===== config.mk =====
export PLATFORM = sky130hd
export DESIGN_NAME = pc_sequencer
export DESIGN_NICKNAME = d
export VERILOG_FILES = /design/src/rtl/mips32_pkg.sv /design/src/rtl/pc_reg.sv /design/src/rtl/pc_sequencer.sv
export SDC_FILE = /design/constraint.sdc
export NUM_CORES = 1
export LEC_CHECK = 0
export ABC_CLOCK_PERIOD_IN_PS = 4600
export CORE_ASPECT_RATIO = 0.6
export CORE_UTILIZATION = 51
export DETAILED_ROUTE_END_ITERATION = 16
export GPL_TIMING_DRIVEN = 0
export PLACE_DENSITY = 0.92
export SYNTH_ARGS = -nofsm -noshare
export SYNTH_HDL_FRONTEND = slang
export SYNTH_SLANG_ARGS = --single-unit

===== constraint.sdc =====
create_clock -name clk -period 4.6 [get_ports clk]
set_input_delay 0.69 -clock clk [delete_from_list [all_inputs] [get_ports clk]]
set_output_delay 0.69 -clock clk [all_outputs]
set_load 0.02 [all_outputs]

===== src/rtl/mips32_pkg.sv =====
// Shared MIPS32 fetch-side constants, FSM state type and small helpers
// used by the program-counter sequencer.
package mips32_pkg;

  localparam logic [31:0] RESET_VECTOR_DEF = 32'hBFC0_0000;
  localparam logic [31:0] EXC_VECTOR_DEF   = 32'hBFC0_0380;
  localparam logic [31:0] INST_NOP         = 32'h0000_0000;

  typedef enum logic [1:0] {
    BOOT = 2'd0,
    REQ  = 2'd1,
    HOLD = 2'd2
  } state_e;

  // A jump target must be word aligned; any set low bit traps.
  function automatic logic word_misaligned(input logic [1:0] low_bits);
    return (low_bits != 2'b00);
  endfunction

endpackage


===== src/rtl/pc_reg.sv =====
// Program-counter register: async reset to the boot vector, loads when enabled.
module pc_reg
  import mips32_pkg::*;
#(
  parameter int                ADDR_W       = 32,
  parameter logic [ADDR_W-1:0] RESET_VECTOR = RESET_VECTOR_DEF
) (
  input  logic              clk,
  input  logic              rst_n,
  input  logic              load,
  input  logic [ADDR_W-1:0] next,
  output logic [ADDR_W-1:0] pc
);

  // PC storage
  always_ff @(posedge clk or negedge rst_n) begin
    if (!rst_n) begin
      pc <= RESET_VECTOR;
    end else if (load) begin
      pc <= next;
    end else begin
      pc <= pc;
    end
  end

endmodule


===== src/rtl/pc_sequencer.sv =====
// MIPS32 PC sequencer: exception > redirect > PC+4 selection plus a
// single-outstanding instruction-fetch handshake toward decode.
module pc_sequencer
  import mips32_pkg::*;
#(
  parameter int                ADDR_W       = 32,
  parameter logic [ADDR_W-1:0] RESET_VECTOR = RESET_VECTOR_DEF,
  parameter logic [ADDR_W-1:0] EXC_VECTOR   = EXC_VECTOR_DEF
) (
  input  logic              clk,
  input  logic              rst_n,
  input  logic              stall,
  input  logic              redirect_valid,
  input  logic [ADDR_W-1:0] redirect_target,
  input  logic              exc_valid,
  output logic              imem_req,
  output logic [ADDR_W-1:0] imem_addr,
  input  logic              imem_ack,
  input  logic [31:0]       imem_rdata,
  output logic              inst_valid,
  output logic [31:0]       inst,
  output logic [ADDR_W-1:0] inst_pc,
  output logic [ADDR_W-1:0] pc_out,
  output logic              addr_err
);

  localparam logic [ADDR_W-1:0] PC_STEP = ADDR_W'(3'd4);

  state_e            state_r;
  logic              squash_r;
  logic              imem_req_r;
  logic [ADDR_W-1:0] imem_addr_r;
  logic              inst_valid_r;
  logic [31:0]       inst_r;
  logic [ADDR_W-1:0] inst_pc_r;
  logic              addr_err_r;

  logic [ADDR_W-1:0] pc_s;
  logic [ADDR_W-1:0] pc_next_s;
  logic              pc_load_s;
  logic              flush_s;
  logic              misalign_s;

  pc_reg #(
    .ADDR_W       (ADDR_W),
    .RESET_VECTOR (RESET_VECTOR)
  ) u_pc_reg (
    .clk   (clk),
    .rst_n (rst_n),
    .load  (pc_load_s),
    .next  (pc_next_s),
    .pc    (pc_s)
  );

  // Next-PC priority mux; flush_s marks a control-flow change this cycle
  always_comb begin
    pc_load_s  = 1'b0;
    pc_next_s  = pc_s;
    flush_s    = 1'b0;
    misalign_s = 1'b0;
    if (state_r == BOOT) begin
      pc_load_s = 1'b0;
    end else if (exc_valid) begin
      flush_s   = 1'b1;
      pc_load_s = 1'b1;
      pc_next_s = EXC_VECTOR;
    end else if (redirect_valid) begin
      flush_s   = 1'b1;
      pc_load_s = 1'b1;
      if (word_misaligned(redirect_target[1:0])) begin
        misalign_s = 1'b1;
        pc_next_s  = EXC_VECTOR;
      end else begin
        pc_next_s  = redirect_target;
      end
    end else if ((state_r == REQ) && imem_ack && !squash_r) begin
      pc_load_s = 1'b1;
      pc_next_s = pc_s + PC_STEP;
    end else begin
      pc_load_s = 1'b0;
    end
  end

  // Fetch FSM; a fresh request always targets the PC being loaded this edge
  always_ff @(posedge clk or negedge rst_n) begin
    if (!rst_n) begin
      state_r      <= BOOT;
      squash_r     <= 1'b0;
      imem_req_r   <= 1'b0;
      imem_addr_r  <= RESET_VECTOR;
      inst_valid_r <= 1'b0;
      inst_r       <= INST_NOP;
      inst_pc_r    <= '0;
      addr_err_r   <= 1'b0;
    end else begin
      addr_err_r <= misalign_s;
      case (state_r)
        BOOT: begin
          state_r     <= REQ;
          imem_req_r  <= 1'b1;
          imem_addr_r <= pc_s;
        end
        REQ: begin
          if (flush_s) begin
            inst_valid_r <= 1'b0;
            // Without an ack the old address must stay on the bus until it returns
            if (imem_ack) begin
              squash_r    <= 1'b0;
              imem_addr_r <= pc_next_s;
            end else begin
              squash_r    <= 1'b1;
            end
          end else if (imem_ack) begin
            if (squash_r) begin
              squash_r    <= 1'b0;
              imem_addr_r <= pc_next_s;
            end else begin
              inst_r       <= imem_rdata;
              inst_pc_r    <= pc_s;
              inst_valid_r <= 1'b1;
              imem_req_r   <= 1'b0;
              state_r      <= HOLD;
            end
          end else begin
            state_r <= REQ;
          end
        end
        HOLD: begin
          if (flush_s || !stall) begin
            inst_valid_r <= 1'b0;
            state_r      <= REQ;
            imem_req_r   <= 1'b1;
            imem_addr_r  <= pc_next_s;
          end else begin
            state_r <= HOLD;
          end
        end
        default: begin
          state_r      <= BOOT;
          squash_r     <= 1'b0;
          imem_req_r   <= 1'b0;
          inst_valid_r <= 1'b0;
        end
      endcase
    end
  end

  assign imem_req   = imem_req_r;
  assign imem_addr  = imem_addr_r;
  assign inst_valid = inst_valid_r;
  assign inst       = inst_r;
  assign inst_pc    = inst_pc_r;
  assign pc_out     = pc_s;
  assign addr_err   = addr_err_r;

endmodule


## Yosys cells after proc, flatten, opt, wreduce, memory -nomap -nowiden

Cells that the tools add are included.

- Output and inout port bits: 131
- Register bits after elaboration: 134
- Logic and storage cells: 80
- Input bits: 70

- $add $sub $neg: 1
- Mux-type cells: 41
- Bitwise gates (word level): 4
- Reductions and logical operators: 15
- Equal/unequal tests: 10

Operator list:

| operator | number |
|---|---|
| 2-to-1 mux 32 bit | 10 |
| one-hot mux 32 bit (3 select lines) | 1 |
| adder 32 x 3 -> 32 bit, second input constant | 1 |
| 2-to-1 mux 1 bit | 22 |
| AND reduction 4 bit | 4 |
| inequality test 3 bit, second input constant | 4 |
| 2-to-1 mux 2 bit | 4 |
| inequality test 2 bit, second input constant | 4 |
| one-hot mux 1 bit (3 select lines) | 2 |
| one-hot mux 2 bit (3 select lines) | 1 |
| NOT 1 bit | 4 |
| AND reduction 2 bit | 2 |
| nonzero test 3 bit | 1 |
| == test 2 x 1 -> 1 bit, second input constant | 1 |
| == test 2 bit, second input constant | 1 |
| logical AND 1 bit | 2 |
| zero test 1 bit | 2 |
| zero test 2 bit | 1 |
| one-hot mux 1 bit (2 select lines) | 1 |
| nonzero test 2 bit | 1 |
| OR reduction 2 bit | 1 |
| logical OR 1 bit | 1 |

## Logic depth before layout (Yosys ltp)

Gate-level depths: netlist of run 1.

- Depth after elaboration: 11
- Mapped depth: 11

## Hierarchy

Synthesis of run 1 repeated with hierarchy kept, for this count alone.

- Cells, all modules: 680
- Area total of the unflattened synthesis: 7,205.7 µm²

By module, submodules not included:

| module | times used | seq. area each (µm²) | area an instance (µm²) | cells an instance |
|---|---|---|---|---|
| pc_sequencer | 1 | 2,563.7 | 5,849.4 | 612 |
| pc_reg | 1 | 812.0 | 1,356.3 | 68 |

## Worst setup path before layout of run 1

Ideal clock, no wire load.

- Path type: input port to flip-flop
- From: input port exc_valid
- To: register imem_addr_r[31], in the netlist imem_addr[31]
- Buffers on the path: 3
- Library setup time: 0.089 ns
- Slack: 2.150 ns
- Cell stages on the path: 8
- Data arrival time: 2.361 ns
- Cells stage by stage: clkbuf_1 > o21bai_1 > and3_1 > clkbuf_1 > a211oi_2 > buf_2 > nor2_1 > a211oi_1

- Word-level cells in the longest chain between the ends: 6

RTL lines:

| element | line | text |
|---|---|---|
| start: declaration | pc_sequencer.sv:15 | `input logic exc_valid,` |
| 2-to-1 mux 32 bit | pc_sequencer.sv:63 | `end else if (exc_valid) begin` |
| 2-to-1 mux 32 bit | pc_sequencer.sv:61 | `if (state_r == BOOT) begin` |
| 2-to-1 mux 32 bit | pc_sequencer.sv:114 | `if (squash_r) begin` |
| 2-to-1 mux 32 bit | pc_sequencer.sv:113 | `end else if (imem_ack) begin` |
| 2-to-1 mux 32 bit | pc_sequencer.sv:104 | `if (flush_s) begin` |
| one-hot mux 32 bit (3 select lines) | pc_sequencer.sv:97 | `case (state_r)` |
| end signal: assignment | pc_sequencer.sv:101 | `imem_addr_r <= pc_s;` |
| end signal: assignment | pc_sequencer.sv:109 | `imem_addr_r <= pc_next_s;` |
| end signal: assignment | pc_sequencer.sv:116 | `imem_addr_r <= pc_next_s;` |
| end: declaration | pc_sequencer.sv:32 | `logic [ADDR_W-1:0] imem_addr_r;` |

Parallel ways exist; a longest one is shown, timed or not. The select of a mux whose other input is x is not followed.
A chain may end at the register's enable or synchronous reset.

## Final worst setup path of run 1

- From: register state_r[0]
- To: register imem_addr_r[31], in the netlist imem_addr[31]

- Word-level cells in the longest chain between the ends: 11

RTL lines:

| element | line | text |
|---|---|---|
| start: declaration | pc_sequencer.sv:29 | `state_e state_r;` |
| start signal: assignment | pc_sequencer.sv:87 | `state_r <= BOOT;` |
| start signal: assignment | pc_sequencer.sv:99 | `state_r <= REQ;` |
| start signal: assignment | pc_sequencer.sv:122 | `state_r <= HOLD;` |
| == test 2 x 1 -> 1 bit | pc_sequencer.sv:76, pc_sequencer.sv:97 |  |
| logical AND 1 bit (2 in series) | pc_sequencer.sv:76 | `end else if ((state_r == REQ) && imem_ack && !squash_r) begin` |
| 2-to-1 mux 32 bit | pc_sequencer.sv:76 |  |
| 2-to-1 mux 32 bit | pc_sequencer.sv:67 | `end else if (redirect_valid) begin` |
| 2-to-1 mux 32 bit | pc_sequencer.sv:63 |  |
| 2-to-1 mux 32 bit | pc_sequencer.sv:61 |  |
| 2-to-1 mux 32 bit | pc_sequencer.sv:114 |  |
| 2-to-1 mux 32 bit | pc_sequencer.sv:113 |  |
| 2-to-1 mux 32 bit | pc_sequencer.sv:104 |  |
| one-hot mux 32 bit (3 select lines) | pc_sequencer.sv:97 |  |

Parallel ways exist; a longest one is shown, timed or not. The select of a mux whose other input is x is not followed.

==> flow_summary.ini, run 1 <==
[synth]
postSynthNetCount = 736
synthesis.instances = 660
ys_async_sr_fraction_pct = 100
synth_edf_count = 0
yosysTopAreaCellShare_pct = 43.0
synth_ff_type = dfrtp_1
yosysTopAreaCell = dfrtp_1
synthTopCellsByArea = dfrtp_1 43%, mux2_2 9.7%, dfstp_2 7.0%
ys.warnings.count = 0
yosys.cell_types.count = 73
synth_seq_cells = 134
syn-cell-area_mm2 = 0.00675
syn_area_per_cell_um2 = 10.2
yosysSeqAreaShare_pct = 50.0

[setup_path]
regToRegSetupSlack_ns = 1.43
slowest_stage = a211oi_2
path_class = reg2reg
cp-end-kind = flop
crit_chain = inv_1 -> ha_1 -> buf_4 -> o21bai_1 -> and3_1 -> clkbuf_1 -> a211oi_2 -> buf_2 -> nor2_1 -> a211oi_1
path_buf_inv = 4
cp-start-kind = flop
cp.required_ns = 4.93
cp_slowest_stage_delay_ns = 0.72
cp_max_fo = 10
cp.arrival_ns = 3.50
cp_top_family = compound AO/OA/AOI/OAI gates

[floorplan]
die-height_um = 91.1
ioPinCount = 201
fp-row-count = 32
initial_core_util_pct = 52.4
core_mm2 = 0.0129
die_area_mm2 = 0.0137
die_w_um = 151

[cells_and_area]
area_growth_pct = 41.8
layout_common_cells = 196 x clkdlybuf4s50_1, 116 x dfrtp_1, 72 x nand2_1, 58 x mux2_2
fin_util_pct = 74.3
antennaDiodeCount = 0
drive_gt1_share_pct = 15.4
layout_commonest_cell = clkdlybuf4s50_1
fin_nets = 953
fill_cells = 926

[job]
cap_viol_max_count = 0

[clocking]
postCtsHoldBufs = 0
cts_buffers = 17
htree_levels = 4
clk_path_buf_depth = 2
insertion_delay_ns = 0.43
root_buffer = clkbuf_16
post_cts.resized_instances = 0
tritoncts = built
path_clk_slew_ns = 0.06
postCtsSetupBuffers = 0
cts.sinks = 134

[sta]
skew_ns = 0.00898
maxSlewViolCount = 0
rsz0062_at_grt = false
totalNegativeSetupSlack_ns = 0
hold_viol = 0
fin_crit_ns = 3.17
slew_headroom_pct = 21.6
setup_slack_ns = 1.43
finalSetupViolCount = 0
tightest_slew_ns = 1.16
max_freq_mhz = 316
post-route-period-util_pct = 68.9

[detailed_routing]
drc = 0
num_vias = 6542
drt_first_pass_iters = 6
ant_nets = 0
dr.first_iter.drc_count = 628
wirelength_um = 22600
routedWlPerCell_um = 21.3
vias_per_cell = 6.17

[place]
portBuffers = 197
hpwl_um = 15900
routabilityCongestion = 0.980
pre_cts_slack_ns = 1.33

[global_route]
track_usage_pct = 34.2
grt_pass1_vias = 6322
gr-total-overflow = 0
grt_first_pass_wirelength_um = 34900
antenna_found_initial = 0
grt_max_degree = 72

[power]
p_leak_uw = 0.00391
ir_worst_vdd_v = 0.000389
power_density_mw_per_mm2 = 704

[min_path]
holdCritPathClass = in2async

[run_status]
status = finished, final reports clean
==> synth_stat cells (3+ instances only) <==
| library cell | instances |
|---|---|
| o22ai_1 | 5 |
| nand2_1 | 72 |
| ha_1 | 6 |
| dfstp_2 | 18 |
| a211oi_1 | 7 |
| and3_1 | 10 |
| o21a_1 | 4 |
| a21o_1 | 6 |
| xnor2_1 | 4 |
| nand4_1 | 9 |
| and3_2 | 4 |
| and4_1 | 3 |
| inv_1 | 12 |
| a221o_1 | 3 |
| o31ai_1 | 7 |
| xor2_1 | 5 |
| nor2b_1 | 3 |
| buf_6 | 3 |
| nor2_1 | 41 |
| a221oi_1 | 4 |
| mux2i_1 | 6 |
| and2_1 | 7 |
| a311oi_1 | 3 |
| o31a_1 | 4 |
| nor4_1 | 7 |
| a22o_1 | 3 |
| o21ai_0 | 42 |
| mux2_2 | 58 |
| nand2b_1 | 12 |
| nor3_1 | 12 |
| dfrtp_1 | 116 |
| o21ai_1 | 3 |
| o211ai_1 | 13 |
| nand3_1 | 17 |
| a21oi_1 | 28 |
| a2bb2oi_1 | 3 |
| or3_1 | 10 |
| clkbuf_1 | 40 |
==> power breakdown <==
group          total (µW)  internal [µW]  switching (µW)
registers            1990           1660             325
clock network        1440            882             556
logic                3320           1440            1880
==> per-stage QoR <==
stage	hold slack (ns)	power [µW]	cell area, µm²	cells
finish	0.248	6740	9570	1060
detailed placement	0.466	5230	8960	1028
floorplan	0.394	3740	6750	660
global route	0.295	7050	9570	1060
CTS	0.273	6690	9570	1060
global placement	0.458	5140	8930	1027
==> worst register-to-register path, cell delays in order (launching register included) <==
cell and delay [ns]:
dfrtp_1 0.42, inv_1 0.10, ha_1 0.20, buf_4 0.16, o21bai_1 0.30, and3_1 0.27, clkbuf_1 0.17, a211oi_2 0.72
buf_2 0.40, nor2_1 0.07, a211oi_1 0.26
==> cell type report <==
| cell class | count | area, µm² | share of cell area [%] |
|---|---|---|---|
| buffer | 48 | 220 | 2.30 |
| clock buffer | 21 | 460 | 4.81 |
| clock inverter | 11 | 150 | 1.57 |
| inverter | 13 | 48.8 | 0.510 |
| multi-input combinational | 465 | 3110 | 32.4 |
| sequential | 134 | 3380 | 35.3 |
| tap | 170 | 213 | 2.22 |
| timing repair buffer | 198 | 2000 | 20.9 |
==> logic make-up (layout without fill, tap and decap cells) <==
family	count (synthesis)	in the layout	share of synthesized area (%)
xor gates and xnor gates	9	9	1.17
DFF	134	134	50.0
AOI/OAI and AO/OA	159	159	15.8
muxes	64	64	10.6
and+or+nand+nor	227	227	17.4
buffers and inverters	61	291	3.98
adders and majority gates	6	6	1.11
==> per-layer routing <==
metal	wire (µm)	global-route usage [%]	up-vias	share of wire, %
li1	-	-	2850	-
met1	9080	46.0	3170	40
met2	9780	49.5	479	43
met3	3310	14.8	43	15
met4	393	10.4	0	1.7
met5	0	0	-	0
==> final timing paths <==
| kind | startpoint | to | cells past startpoint |
|---|---|---|---|
| min reg2reg | imem_addr[27]$_DFFE_PN1P_ | imem_addr[27]$_DFFE_PN1P_ | 2 |
| max | state_r[0]$_DFFE_PN0P_ | imem_addr[31]$_DFFE_PN1P_ | 10 |
| max reg2reg | state_r[0]$_DFFE_PN0P_ | imem_addr[31]$_DFFE_PN1P_ | 10 |
| min | rst_n | inst[22]$_DFFE_PN0P_ | 1 |
| max in group asynchronous | rst_n | u_pc_reg.pc[29]$_DFFE_PN1P_ | 2 |
| min in group clk | imem_addr[27]$_DFFE_PN1P_ | imem_addr[27]$_DFFE_PN1P_ | 2 |
Power figures use the tool's default switching activity.
==> inputs of run 2 (changes only) <==
ABC_CLOCK_PERIOD_IN_PS = 2500   (was 4600)
CORE_UTILIZATION = 43   (was 51)
PLACE_DENSITY = 0.83   (was 0.92)
clock period = 2.5 ns   (was 4.6 ns; I/O delays follow)
==> flow_summary.ini, run 2 (synthesis results as in run 1) <==
[run_status]
status = finished, violations left
violations = hold timing

[floorplan]
fp-row-count = 35
initial_core_util_pct = 44.0
core_mm2 = 0.0153
die_area_mm2 = 0.0162
die_w_um = 164
ioPinCount = 201
die-height_um = 99.1

[power]
switching_share_pct = 41.3
power_uw = 12300
intPower_uw = 7250
p_leak_uw = 0.00397
ir_worst_vdd_v = 0.000753
p_switching_uw = 5090
clock_power_share_pct = 19.9
power_frac_comb_pct = 50.2
seqPwrFrac_pct = 29.9
power_density_mw_per_mm2 = 1280

[detailed_routing]
ant_nets = 0
highest_layer = met4
drc = 0
wl_met1_um = 9480
routedWlPerCell_um = 20.5
wirelength_um = 22400
wl_met2_um = 9370
drt_first_pass_iters = 5
vias_per_cell = 5.90
num_vias = 6424
wl_met3_um = 3290
dr.first_iter.drc_count = 671

[sta]
skew_ns = 0.0122
max_freq_mhz = 416
post-route-period-util_pct = 96.1
hold_viol = 14
slew_headroom_pct = 47.6
fin_crit_ns = 2.40
maxSlewViolCount = 0
finalSetupViolCount = 0
hold_ws_ns = -0.0409
tightest_slew_ns = 0.779

[global_route]
track_usage_pct = 28.4
grt_first_pass_wirelength_um = 34600
antenna_found_initial = 0
grt_pass1_vias = 6178
gr-total-overflow = 0
grt_max_degree = 78

[place]
hpwl_um = 16100
routabilityCongestion = 1.02
portBuffers = 197

[job]
cap_viol_max_count = 0

[cells_and_area]
antennaDiodeCount = 0
multi_input_area_mm2 = 0.00318
layout_commonest_cell = clkdlybuf4s50_1
fin_nets = 949
regArea_mm2 = 0.00338
drive_gt1_share_pct = 18.5
layout_common_cells = 196 x clkdlybuf4s50_1, 114 x dfrtp_1, 70 x nand2_1, 58 x mux2_2, 41 x o21ai_0
area_growth_pct = 43.4
fin_util_pct = 63.2
fill_cells = 1277

[setup_path]
cp-end-kind = flop
cp_top_family = simple AND/OR/NAND/NOR gates
crit_chain = buf_6 -> nand4_2 -> or4_4 -> or4_4 -> a211oi_2 -> a221o_1
cp_slowest_stage_delay_ns = 0.57
r2r_cells = 6
cp-start-kind = flop
slowest_stage = or4_4
rr_startpoint = u_pc_reg.pc[6]$_DFFE_PN0P_
critPathMostFrequentCell = or4_4
startpoint = u_pc_reg.pc[6]$_DFFE_PN0P_
cp.required_ns = 2.86
cp.depth = 6
path_class = reg2reg
cp.arrival_ns = 2.77
cp_max_fo = 9
path_buf_inv = 1

[clocking]
clk_path_buf_depth = 2
path_clk_slew_ns = 0.06
root_buffer = clkbuf_16
cts_buffers = 17
postCtsHoldBufs = 0
htree_levels = 4
cts.sinks = 134
tritoncts = built
insertion_delay_ns = 0.42

[min_path]
holdCritPathClass = in2async
run 2: timing repair:
item | in CTS | in global routing
hold endpoints to repair | 0 | 0
pin swaps | 1 | 0
buffers inserted | 3 | 1
endpoints found under the setup margin | 97 | 49
gates resized for setup | 23 | 15
run 2: per-stage QoR:
step,instances,TNS (ns),setup WS [ns],area (µm²),hold WS (ns)
floorplan,660,0,0.122,6750,0.0794
global placement,1060,-573.23,-4.32,8980,0.462
detailed placement,1061,-32.89,-0.626,9000,0.460
CTS,1094,0,0.0175,9670,0.00630
global route,1089,-0.0158,-0.0144,9680,0.0196
finish,1089,0,0.0972,9680,-0.0409
run 2: per-layer routing:
layer | global-route usage (%) | vias to the layer above
li1 | - | 2847
met1 | 39.1 | 3078
met2 | 40.4 | 469
met3 | 12.6 | 30
met4 | 7.48 | 0
met5 | 0 | -
run 2: cell type report:
| cell class | instances | share of cell area (%) |
|---|---|---|
| inverters | 13 | 0.504 |
| multi-input cells | 465 | 32.8 |
| well taps | 203 | 2.62 |
| repair buffers | 202 | 21.0 |
| clock buffers | 20 | 4.72 |
| plain buffers | 40 | 2.22 |
| clock inverters | 12 | 1.23 |
| flip-flops and latches | 134 | 34.9 |
run 2: worst register-to-register path: cells and delay by family, from the launching register on:
family          cells  cell delay [ns]
compound gates      2             0.50
buf+inv             1             0.15
flops               1             0.37
simple gates        3             1.33
run 2: final timing paths:
check / to / slack, ns
setup / recovery: imem_addr[28]$_DFFE_PN1P_ / 0.1
hold / removal: inst[16]$_DFFE_PN0P_ / -0.04
max in group asynchronous: u_pc_reg.pc[27]$_DFFE_PN1P_ / 1.72
hold reg to reg: inst_pc[8]$_DFFE_PN0P_ / 0.48
setup reg to reg: imem_addr[28]$_DFFE_PN1P_ / 0.1
min in group clk: addr_err$_DFF_PN0_ / 0.44
run 2: power by group through the flow:
stage	registers, µW	clock network [µW]	logic [µW]
after detailed placement	3660	0	5950
after global placement	3620	0	5880
after CTS	3620	2490	6140
final	3690	2460	6190
after global routing	3800	2590	6560
after floorplan	4530	0	2350
==> inputs of run 3 (changes only) <==
CORE_UTILIZATION = 30   (was 43)
PLACE_DENSITY = 0.63   (was 0.83)
==> flow_summary.ini, run 3 (synthesis results as in run 1) <==
[sta]
post-route-period-util_pct = 97.4
setup_slack_ns = 0.0651
slew_headroom_pct = 47.5
fin_crit_ns = 2.43
maxSlewViolCount = 0
totalNegativeSetupSlack_ns = 0
hold_ws_ns = -0.0262
finalSetupViolCount = 0
tightest_slew_ns = 0.787
skew_ns = 0.0131
rsz0062_at_grt = false
hold_viol = 38
max_freq_mhz = 411

[clocking]
root_buffer = clkbuf_16
path_clk_slew_ns = 0.06
postCtsHoldBufs = 0
tritoncts = built
htree_levels = 4
cts_buffers = 17
clk_path_buf_depth = 2
insertion_delay_ns = 0.43
cts.sinks = 134

[setup_path]
cp_max_fo = 9
path_class = reg2reg
cp-start-kind = flop
rr_startpoint = state_r[0]$_DFFE_PN0P_
cp-end-kind = flop
cp.arrival_ns = 2.75
regToRegSetupSlack_ns = 0.07
startpoint = state_r[0]$_DFFE_PN0P_
cp.required_ns = 2.81

[detailed_routing]
wirelength_um = 24600
dr.first_iter.drc_count = 520
ant_nets = 0
wl_met1_um = 11400
routedWlPerCell_um = 20.9
wl_met3_um = 3140
vias_per_cell = 5.35
drt_first_pass_iters = 11
num_vias = 6296
highest_layer = met4
drc = 2
wl_met2_um = 9900

[global_route]
grt_max_degree = 73
grt_pass1_vias = 6103
antenna_found_initial = 1
grt_first_pass_wirelength_um = 37300
gr-total-overflow = 0
track_usage_pct = 21.6

[floorplan]
ioPinCount = 201
die_w_um = 196
core_mm2 = 0.0221
die_area_mm2 = 0.0231
initial_core_util_pct = 30.6
fp-row-count = 42
die-height_um = 118

[run_status]
status = finished, violations left
violations = DRC, hold timing

[place]
hpwl_um = 17800
placedCellCount = 1144
routabilityCongestion = 0.943
portBuffers = 197
pre_cts_slack_ns = -0.801
postPlaceCellArea_mm2 = 0.00911

[cells_and_area]
fill_cells = 2129
fin_nets = 952
layout_common_cells = 196 x clkdlybuf4s50_1, 115 x dfrtp_1, 70 x nand2_1, 58 x mux2_2, 41 x o21ai_0
drive_gt1_share_pct = 19.0
stdcell_area_mm2 = 0.00996
area_growth_pct = 47.6
layout_commonest_cell = clkdlybuf4s50_1
finalNonFillerCells = 1176

[power]
ir_worst_vdd_v = 0.000647
power_density_mw_per_mm2 = 1310
p_leak_uw = 0.00407

[job]
cap_viol_max_count = 0

[min_path]
holdCritPathClass = in2async
[run 3: cell types whose count changed in the layout (fill, tap and decap cells not counted), moves of 2 or more]
cell,before,now
buf_2,2,0
buf_4,5,8
bufinv_16,1,7
clkbuf_2,9,11
clkinv_4,1,3
clkinvlp_4,6,1
inv_6,4,0
[run 3: final timing paths]
| path | to | cells past startpoint |
|---|---|---|
| hold / removal | inst[31]$_DFFE_PN0P_ | 1 |
| min in group clk | imem_addr[27]$_DFFE_PN1P_ | 2 |
| hold reg to reg | imem_addr[27]$_DFFE_PN1P_ | 2 |
| setup reg to reg | imem_addr[31]$_DFFE_PN1P_ | 9 |
| setup / recovery | imem_addr[31]$_DFFE_PN1P_ | 9 |
| max in group asynchronous | u_pc_reg.pc[31]$_DFFE_PN1P_ | 2 |
[run 3: layer usage]
| metal | vias up | GRT usage, % |
|---|---|---|
| li1 | 2848 | - |
| met1 | 3099 | 30.9 |
| met2 | 328 | 29.4 |
| met3 | 21 | 10.4 |
| met4 | 0 | 4.25 |
| met5 | - | 0 |
[run 3: power by group]
part	switching, µW	internal (µW)
registers	630	3060
logic	3510	2810
clock network	1020	2000
[run 3: per-stage QoR]
| step | hold slack [ns] | utilization (%) | power [µW] |
|---|---|---|---|
| after CTS | 0.000409 | 44.8 | 13000 |
| final | -0.0262 | 45.1 | 13000 |
| after floorplan | 0.0794 | - | 6890 |
| after global placement | 0.460 | 41.1 | 9670 |
| after detailed placement | 0.459 | 41.3 | 9740 |
| after global routing | 0.0246 | 45.1 | 13700 |
[run 3: final cells by class]
type                       count  area, µm²  share of cell area, %
tap                          286        358                   3.59
sequential                   134       3380                   33.9
multi-input combinational    465       3190                   32.0
clock inverter                12        249                   2.50
buffer                        40        223                   2.24
inverter                      13       48.8                  0.490
clock buffer                  20        447                   4.48
antenna                        1       2.50                 0.0251
timing repair buffer         205       2070                   20.7
[run 3: what timing repair did]
action,4_1_cts,5_1_grt
gates resized for setup,22,24
buffers inserted,3,4
pin swaps,1,3
endpoints found under the setup margin,99,101
[run 3: critical path, stage by stage (launching register included)]
cell      delay, ns
dfrtp_1        0.39
inv_1          0.08
ha_1           0.19
buf_4          0.16
o21bai_4       0.23
and3_4         0.26
a211o_4        0.35
buf_12         0.14
nor2_1         0.34
a211oi_1       0.19
